$ cat src/rtl/slot_merge_pkg.sv
// Shared constants and helpers for the four-lane I2S slot merger.
// Lane n carries output channels 2n (left) and 2n+1 (right).
package slot_merge_pkg;

  localparam int num_lanes       = 4;
  localparam int words_per_lane  = 2;
  localparam int chans_per_frame = 8;
  localparam int chan_idx_w      = $clog2(chans_per_frame);
  localparam int lane_idx_w      = $clog2(num_lanes);

  typedef logic [chan_idx_w-1:0] chan_t;
  typedef logic [lane_idx_w-1:0] lane_idx_t;

  // Source lane of a given output channel.
  function automatic lane_idx_t lane_of(input chan_t chan);
    return lane_idx_t'(chan / words_per_lane);
  endfunction

endpackage

$ cat src/rtl/fifo_interface.sv
// Word stream bundle: a transfer happens in a cycle where enable=1 and ready=1.
interface FIFOInterface #(
  parameter int data_width = 32
) ();

  logic                  enable;
  logic                  ready;
  logic [data_width-1:0] data;

  modport in  (input enable, input data, output ready);
  modport out (output enable, output data, input ready);

endinterface

$ cat src/rtl/sample_lane_fifo.sv
// Per-lane sample buffer. ready depends only on reset and the registered
// count, so it never sees the downstream ready.
module sample_lane_fifo #(
  parameter int data_width = 32,
  parameter int depth      = 8
) (
  input  logic                  clk,
  input  logic                  reset,
  input  logic                  push,
  input  logic [data_width-1:0] push_data,
  input  logic                  pop,
  output logic                  ready,
  output logic [data_width-1:0] head,
  output logic                  empty,
  output logic                  overflow
);

  localparam int addr_w = $clog2(depth);
  localparam int cnt_w  = addr_w + 1;

  logic [data_width-1:0] mem [depth];
  logic [addr_w-1:0]     wr_ptr;
  logic [addr_w-1:0]     rd_ptr;
  logic [cnt_w-1:0]      count;
  logic                  full;
  logic                  do_push;
  logic                  do_pop;

  assign full    = (count == cnt_w'(depth));
  assign empty   = (count == '0);
  assign ready   = !reset && !full;
  assign do_push = push && ready;
  assign do_pop  = pop && !empty;
  assign head    = mem[rd_ptr];

  always_ff @(posedge clk) begin
    if (do_push) begin
      mem[wr_ptr] <= push_data;
    end
  end

  // depth is a power of two, so the pointers wrap on their own.
  always_ff @(posedge clk) begin
    if (reset) begin
      wr_ptr   <= '0;
      rd_ptr   <= '0;
      count    <= '0;
      overflow <= 1'b0;
    end else begin
      if (do_push) begin
        wr_ptr <= wr_ptr + addr_w'(1);
      end
      if (do_pop) begin
        rd_ptr <= rd_ptr + addr_w'(1);
      end
      case ({do_push, do_pop})
        2'b10:   count <= count + cnt_w'(1);
        2'b01:   count <= count - cnt_w'(1);
        default: count <= count;
      endcase
      if (push && !ready) begin
        overflow <= 1'b1;
      end
    end
  end

endmodule

$ cat src/rtl/slot_sample_merger.sv
// Merges four stereo I2S lanes into one ordered 8-channel stream.
// The sequencer waits on an empty lane rather than skip a channel.
module slot_sample_merger
  import slot_merge_pkg::*;
#(
  parameter int data_width = 32,
  parameter int lane_depth = 8
) (
  input  logic                  clk,
  input  logic                  reset,
  FIFOInterface.in              lane_a,
  FIFOInterface.in              lane_b,
  FIFOInterface.in              lane_c,
  FIFOInterface.in              lane_d,
  FIFOInterface.out             samples,
  output logic [chan_idx_w-1:0] chan_idx,
  output logic                  frame_start,
  output logic [num_lanes-1:0]  overflow
);

  logic [num_lanes-1:0]  lane_en;
  logic [num_lanes-1:0]  lane_rdy;
  logic [num_lanes-1:0]  lane_empty;
  logic [num_lanes-1:0]  lane_pop;
  logic [data_width-1:0] lane_dat  [num_lanes];
  logic [data_width-1:0] lane_head [num_lanes];

  assign lane_en     = {lane_d.enable, lane_c.enable, lane_b.enable, lane_a.enable};
  assign lane_dat[0] = lane_a.data;
  assign lane_dat[1] = lane_b.data;
  assign lane_dat[2] = lane_c.data;
  assign lane_dat[3] = lane_d.data;

  assign lane_a.ready = lane_rdy[0];
  assign lane_b.ready = lane_rdy[1];
  assign lane_c.ready = lane_rdy[2];
  assign lane_d.ready = lane_rdy[3];

  for (genvar i = 0; i < num_lanes; i++) begin : g_lane
    sample_lane_fifo #(
      .data_width (data_width),
      .depth      (lane_depth)
    ) u_fifo (
      .clk       (clk),
      .reset     (reset),
      .push      (lane_en[i]),
      .push_data (lane_dat[i]),
      .pop       (lane_pop[i]),
      .ready     (lane_rdy[i]),
      .head      (lane_head[i]),
      .empty     (lane_empty[i]),
      .overflow  (overflow[i])
    );
  end

  chan_t                 ptr;
  lane_idx_t             sel;
  logic                  out_valid;
  logic [data_width-1:0] out_data;
  logic                  drain;
  logic                  load;

  assign sel   = lane_of(ptr);
  assign drain = out_valid && samples.ready;
  // Load when the selected lane has a word and the register is free this cycle.
  assign load  = !lane_empty[sel] && (!out_valid || samples.ready);

  always_comb begin
    lane_pop      = '0;
    lane_pop[sel] = load;
  end

  always_ff @(posedge clk) begin
    if (reset) begin
      ptr         <= '0;
      out_valid   <= 1'b0;
      out_data    <= '0;
      chan_idx    <= '0;
      frame_start <= 1'b0;
    end else if (load) begin
      ptr         <= ptr + chan_idx_w'(1);
      out_valid   <= 1'b1;
      out_data    <= lane_head[sel];
      chan_idx    <= ptr;
      frame_start <= (ptr == '0);
    end else if (drain) begin
      out_valid   <= 1'b0;
      frame_start <= 1'b0;
    end
  end

  assign samples.enable = out_valid;
  assign samples.data   = out_data;

endmodule

$ cat src/flat_wrapper.sv
// flat-port wrapper written by rule: the top's interface ports become plain ports
module slot_sample_merger_flat import slot_merge_pkg::*;
#(
  parameter int data_width = 32,
  parameter int lane_depth = 8
)
  (clk, reset, chan_idx, frame_start, overflow, lane_a_enable, lane_a_data, lane_a_ready, lane_b_enable, lane_b_data, lane_b_ready, lane_c_enable, lane_c_data, lane_c_ready, lane_d_enable, lane_d_data, lane_d_ready, samples_enable, samples_data, samples_ready);
  FIFOInterface #(.data_width(data_width)) lane_a_i ();
  FIFOInterface #(.data_width(data_width)) lane_b_i ();
  FIFOInterface #(.data_width(data_width)) lane_c_i ();
  FIFOInterface #(.data_width(data_width)) lane_d_i ();
  FIFOInterface #(.data_width(data_width)) samples_i ();
  input  logic clk;
  input  logic reset;
  output logic [chan_idx_w-1:0] chan_idx;
  output logic frame_start;
  output logic [num_lanes-1:0] overflow;
  input wire logic [$bits(lane_a_i.enable)-1:0] lane_a_enable;
  input wire logic [$bits(lane_a_i.data)-1:0] lane_a_data;
  output wire logic [$bits(lane_a_i.ready)-1:0] lane_a_ready;
  input wire logic [$bits(lane_b_i.enable)-1:0] lane_b_enable;
  input wire logic [$bits(lane_b_i.data)-1:0] lane_b_data;
  output wire logic [$bits(lane_b_i.ready)-1:0] lane_b_ready;
  input wire logic [$bits(lane_c_i.enable)-1:0] lane_c_enable;
  input wire logic [$bits(lane_c_i.data)-1:0] lane_c_data;
  output wire logic [$bits(lane_c_i.ready)-1:0] lane_c_ready;
  input wire logic [$bits(lane_d_i.enable)-1:0] lane_d_enable;
  input wire logic [$bits(lane_d_i.data)-1:0] lane_d_data;
  output wire logic [$bits(lane_d_i.ready)-1:0] lane_d_ready;
  output wire logic [$bits(samples_i.enable)-1:0] samples_enable;
  output wire logic [$bits(samples_i.data)-1:0] samples_data;
  input wire logic [$bits(samples_i.ready)-1:0] samples_ready;
  assign lane_a_i.enable = lane_a_enable;
  assign lane_a_i.data = lane_a_data;
  assign lane_a_ready = lane_a_i.ready;
  assign lane_b_i.enable = lane_b_enable;
  assign lane_b_i.data = lane_b_data;
  assign lane_b_ready = lane_b_i.ready;
  assign lane_c_i.enable = lane_c_enable;
  assign lane_c_i.data = lane_c_data;
  assign lane_c_ready = lane_c_i.ready;
  assign lane_d_i.enable = lane_d_enable;
  assign lane_d_i.data = lane_d_data;
  assign lane_d_ready = lane_d_i.ready;
  assign samples_enable = samples_i.enable;
  assign samples_data = samples_i.data;
  assign samples_i.ready = samples_ready;
  slot_sample_merger #(.data_width(data_width), .lane_depth(lane_depth)) u_core (.clk(clk), .reset(reset), .lane_a(lane_a_i), .lane_b(lane_b_i), .lane_c(lane_c_i), .lane_d(lane_d_i), .samples(samples_i), .chan_idx(chan_idx), .frame_start(frame_start), .overflow(overflow));
endmodule
$ cat config.mk
export PLATFORM = sky130hd
export DESIGN_NAME = slot_sample_merger_flat
export DESIGN_NICKNAME = d
export VERILOG_FILES = /design/src/rtl/slot_merge_pkg.sv /design/src/rtl/fifo_interface.sv /design/src/rtl/sample_lane_fifo.sv /design/src/rtl/slot_sample_merger.sv /design/src/flat_wrapper.sv
export SDC_FILE = /design/constraint.sdc
export NUM_CORES = 1
export LEC_CHECK = 0
export BUFFER_PORTS_ARGS = -buffer_cell sky130_fd_sc_hd__buf_2
export CAP_MARGIN = 10
export CORE_ASPECT_RATIO = 0.6
export CORE_MARGIN = 10
export CORE_UTILIZATION = 53
export CTS_BUF_LIST = sky130_fd_sc_hd__clkbuf_4 sky130_fd_sc_hd__clkbuf_8
export CTS_CLUSTER_SIZE = 12
export DETAILED_ROUTE_END_ITERATION = 10
export PLACE_DENSITY = 0.7
export SLEW_MARGIN = 5
export SYNTH_ARGS = -nofsm -noshare
export SYNTH_HDL_FRONTEND = slang
export SYNTH_SLANG_ARGS = --single-unit
$ cat constraint.sdc
create_clock -name clk -period 12.3 [get_ports clk]
set_input_delay 2.46 -clock clk [delete_from_list [all_inputs] [get_ports clk]]
set_output_delay 2.46 -clock clk [all_outputs]
set_load 0.05 [all_outputs]
* After elaboration in Yosys (flattened, before gate mapping)
Memories as Yosys holds them, arrays and structs flattened. A register that Yosys moved wholly into a read port is not among the register bits.
Index checks and enable logic that the tools add are counted.
** Storage, ports and cells
- Register bits after elaboration :: 84
- Output and inout port bits :: 45
- Input bits :: 135
- Memories :: 4
- RAM bits :: 1024
** Cells by class
- Equality and inequality tests :: 12
- Add/sub/neg operators :: 17
- Muxes and demuxes :: 30
- Bitwise logic cells :: 2
- Reduce and logical (&&, ||, !) cells :: 45
- Magnitude comparators :: 3
** Memories
- u_core.g_lane[0].u_fifo.mem :: words 8, width 32, rd ports 1, clocked after Yosys merged registers in 1, write ports 1, line sample_lane_fifo.sv:21 : logic [data_width-1:0] mem [depth];
- u_core.g_lane[1].u_fifo.mem :: words 8, width 32, rd ports 1, clocked after Yosys merged registers in 1, write ports 1, line sample_lane_fifo.sv:21
- u_core.g_lane[2].u_fifo.mem :: words 8, width 32, rd ports 1, clocked after Yosys merged registers in 1, write ports 1, line sample_lane_fifo.sv:21
- u_core.g_lane[3].u_fifo.mem :: words 8, width 32, rd ports 1, clocked after Yosys merged registers in 1, write ports 1, line sample_lane_fifo.sv:21
** Operator list (count)
- $bmux 32 s2 :: 1
- $mux 32 :: 2
- $pmux 4 s2 :: 4
- $add 3x1->3 const B :: 9
- $mux 3 :: 8
- $logic_and 1x1->1 :: 19
- $add 4x1->4 const B :: 4
- $eq 4x4->1 const B :: 4
- $logic_not 4->1 :: 4
- $sub 4x1->4 const B :: 4
- $logic_not 1->1 :: 15
- $mux 1 :: 13
- $reduce_bool 2->1 :: 5
- $eq 2x1->1 const B :: 4
- $eq 2x2->1 const B :: 4
- $and 4x4->4 :: 1
- $ge 3x3->1 const B :: 1
- $logic_not 3->1 :: 1
- $lt 2x3->1 const B :: 1
- $not 2->3 :: 1
- $bmux 1 s2 :: 1
- $demux 1 s2 :: 1
- $ge 2x1->1 const B :: 1
- $logic_or 1x1->1 :: 1

* Depth between registers and ports, before layout
- Depth in word-level cells :: 9
- Depth in mapped cells :: 11

* Cells and area by module
A second synthesis with hierarchy kept.
** Second synthesis, totals
- Cell total of the unflattened synthesis :: 2031
- Area total of the unflattened synthesis :: 44252.4 µm²
** By module, submodules not included
- sample_lane_fifo (u_core.g_lane[1].u_fifo ...) :: area each 10455.0 µm², times used 3, sequential area each 7967.6 µm², cells an instance 449
- sample_lane_fifo (u_core.g_lane[0].u_fifo) :: area each 10491.3 µm², times used 1, sequential area each 7967.6 µm², cells an instance 448
- slot_sample_merger :: area each 2396.0 µm², times used 1, sequential area each 800.8 µm², cells an instance 236

* Least setup slack after synthesis
Ideal clock, no wire load.
- Path type :: input-to-reg
- Start point :: input reset
- End point :: memory u_core.g_lane[2].u_fifo.mem[0][0] (enable)
- Arrival time :: 6.424 ns
- Stages on the path :: 5
- Required time :: 11.839 ns
- Buffers on the path :: 1
- Setup slack :: 5.415 ns
- Cell sequence :: clkbuf_1 a21oi_1 nand2_1 or2_2 nor3_1
** Between the ends
- Longest elaborated chain between the ends :: 5
** Ends and longest elaborated chain
- from (decl) :: line flat_wrapper.sv:14 : input logic reset;
- $logic_not 1->1 :: line sample_lane_fifo.sv:31 : assign ready = !reset && !full;
- $logic_and 1x1->1 :: line sample_lane_fifo.sv:31
- named net lane_c_ready :: line flat_wrapper.sv:26 : output wire logic [$bits(lane_c_i.ready)-1:0] lane_c_ready;
- $logic_and 1x1->1 :: line sample_lane_fifo.sv:32 : assign do_push = push && ready;
- $mux 1 :: line sample_lane_fifo.sv:37 : if (do_push) begin
- $mux 1 (not written as such) :: line sample_lane_fifo.sv:38 : mem[wr_ptr] <= push_data;
- to (decl) :: line sample_lane_fifo.sv:21
The timed path passes the listed nets, and every way through them passes these cells.

* Final worst setup path
- Start point :: input reset
- End point :: output lane_b_ready
** Between the ends
- Longest elaborated chain between the ends :: 2
** Ends and longest elaborated chain
- $logic_not 1->1 :: line sample_lane_fifo.sv:31
- $logic_and 1x1->1 :: line sample_lane_fifo.sv:31
- to (decl) :: line flat_wrapper.sv:23 : output wire logic [$bits(lane_b_i.ready)-1:0] lane_b_ready;
No other way between the ends.

==> impl_metrics.yaml <==
outcome:
  status: "finished clean"
floorplanning:
  dieArea_sq_um: 94000
  io_pins: 180
  row_count: 81
  initial_core_util_pct: 53.3
  dieWidth_um: 389
  die_h_um: 242
  core_sq_um: 81300
worst_hold_path:
  hold_end: "u_core.chan_idx[2]$_SDFFE_PP0N_"
  min_from: "u_core.chan_idx[2]$_SDFFE_PP0N_"
  holdCritPathClass: "flop to flop"
  hold_depth: 2
critical_path:
  r2r_end: "u_core.samples.data[31]$_SDFFE_PP0N_"
  criticalPathCategory: "input pin to output pin"
  crit_required_ps: 9840
  worstRegToRegCells: 6
  crit_fanout: 47
  cp-startpoint: "reset"
  worst_ep_arrival_time_ps: 4030
  r2r_slack_ps: 8460
  worst_setup_path_start_kind: "input pin"
  cp-end-kind: "output pin"
yosys:
  netlist_top_cells_area: "edfxtp_1 71%, mux4_2 11%, dfxtp_1 4.4%"
  yosysSeqAreaShare_pct: 75.4
  synth_cells: 2206
  synth_ff_type: "edfxtp_1"
  synthesis.nets: 2363
  yosys_warnings: 0
  avgSynthCellArea_sq_um: 19.7
  synth-edff-count: 1024
  synth_top_cell_area_share_pct: 70.9
  syn-cell-area_sq_um: 43400
  synth.ff_latch_count: 1120
  ys_types: 50
  async_flop_share_pct: 0
  post-synth-top-area-cell: "edfxtp_1"
timing:
  period_needed_ps: 6490
  clock.fmax_mhz: 154
  relSlewSlack_pct: 10.8
  fin_crit_sh_pct: 52.8
  setup_tns_ps: 0
  skew_ps: 39.8
  fin_hold_ws_ps: 461
  slew_violations: 0
  hold_viol: 0
  setup_viol: 0
  rsz0062_at_grt: "false"
  tightestPinTransition_ps: 1330
cts:
  cts_buffer_depth: 3
  cts_resized: 0
  numCtsBuffers: 158
  holdBufCountCts: 0
  cts_tree: "done"
  insertion_delay_ps: 840
  cts_root_buffer: "clkbuf_8"
  clock_sinks: 1120
  clk_pin_slew_ps: 60
  postCtsSetupBuffers: 0
  cts-htree-levels: 4
global_routing:
  grt_max_degree: 60
  grt_pass1_wl_mm: 150
  grt_pass1_vias: 22200
  track_usage_pct: 21.6
  grt.overflow.total: 0
  antenna_found_initial: 21
placement:
  gp_congestion: 0.859
  hpwl_mm: 63.6
  port_buffers: 179
final_layout:
  nets: 2628
  drive_gt1_share_pct: 32.8
  synthToLayoutAreaGrowth_pct: 12.3
  most-common-layout-cells: "1024 x edfxtp_1, 205 x mux4_2, 178 x buf_2"
  final_common_cell: "edfxtp_1"
job:
  drv_cap: 0
drt:
  drcViolationCount: 0
  num_vias: 22000
  ant_nets: 0
  vias_per_cell: 5.99
  dr.pass1.iters: 5
  routed_wl_mm: 102
  wl_per_cell_um: 27.9
  drt_iter0_drc: 2224
power:
  cellLeakagePower_nw: 15.4
  power_per_cell_area_nw_per_um2: 177
  irDropWorstVdd_v: 0.000126
critical path, stage by stage:
cell and delay, ps:
buf_4 440, buf_4 590, a21oi_1 200, buf_2 280
metal layers:
layer,track usage (%),share of wire [%]
met1,30.9,42
met2,31.6,45
met3,7.05,10
met4,6.50,1.9
met5,0,0.14
Yosys cell counts, types with 8 or more instances:
cell type,count
a22oi_1,8
buf_2,55
buf_4,16
edfxtp_1,1024
o221ai_1,15
o22ai_1,56
nor4_1,21
nand2b_1,20
nor2b_1,30
nand3b_1,10
dfxtp_1,96
o21ai_0,17
buf_6,8
clkbuf_1,37
a21oi_1,30
mux2_2,73
nor2_1,134
nand3_1,13
nor3_2,31
ha_1,22
mux4_2,205
xor2_1,21
mux2i_1,92
nand2_1,39
a211oi_1,42
nor3_1,34
through the flow:
step | setup slack [ps] | power [mW] | area [sq um] | util [%] | instances
after global placement | 5870 | 5.78 | 45500 | 56.0 | 3390
after global routing | 5720 | 8.95 | 48700 | 59.9 | 3671
after detailed placement | 5830 | 5.82 | 45500 | 56.0 | 3390
final | 5810 | 8.63 | 48700 | 59.9 | 3677
after CTS | 5820 | 8.68 | 48700 | 59.9 | 3670
after floorplan | 5420 | 5.36 | 43400 | - | 2206
cell type report:
class | instances | area, sq um
tap | 1079 | 1350
timing repair buffer | 226 | 1250
multi-input combinational | 962 | 10200
inverter | 3 | 11.3
clock inverter | 30 | 168
antenna | 7 | 17.5
fill | 5809 | 32600
sequential | 1120 | 32700
clock buffer | 250 | 2940
cells by family (layout without fill, tap and decap cells):
logic type | after synthesis | in the layout | synth area share, %
flip-flops | 1120 | 1120 | 75.4
AO/OA/AOI/OAI | 184 | 184 | 2.80
adder cells (fa/ha/maj) | 22 | 22 | 0.635
XOR/XNOR | 27 | 27 | 0.545
other | 0 | 7 | 0
multiplexers | 370 | 370 | 14.7
AND/OR/NAND/NOR | 359 | 359 | 4.45
buffers and inverters | 124 | 509 | 1.54
report_power, final:
part | total [mW] | switching (mW) | internal (mW) | leakage [nW]
clock network | 2.88 | 1.35 | 1.53 | 1.67
logic | 1.35 | 0.902 | 0.447 | 3.65
registers | 4.40 | 0.132 | 4.27 | 10.0
total | 8.63 | 2.38 | 6.25 | 15.4
state kept, by name, indices dropped and copies added (netlist names), named ones only:
| name | flops |
|---|---|
| u_core.chan_idx | 3 |
| u_core.g_lane.u_fifo.wr_ptr | 12 |
| u_core.g_lane.u_fifo.mem | 1024 |
| u_core.frame_start | 1 |
| u_core.g_lane.u_fifo.rd_ptr | 12 |
| u_core.samples.data | 32 |
| u_core.g_lane.u_fifo.count | 16 |
| u_core.ptr | 3 |
| u_core.g_lane.u_fifo.overflow | 4 |
| u_core.samples.enable | 1 |
worst max-delay path by stage:
stage | end | slack, ps | cells past startpoint
finish | lane_b_ready | 5810 | 4
global route | lane_b_ready | 5720 | 4
CTS | lane_b_ready | 5820 | 4
detailed placement | lane_b_ready | 5830 | 4
global placement | lane_b_ready | 5870 | 4
floorplan | u_core.g_lane[2].u_fifo.mem[0][0]$_DFFE_PP_ | 5420 | 5
No activity file was read; power rests on OpenSTA's default activity.
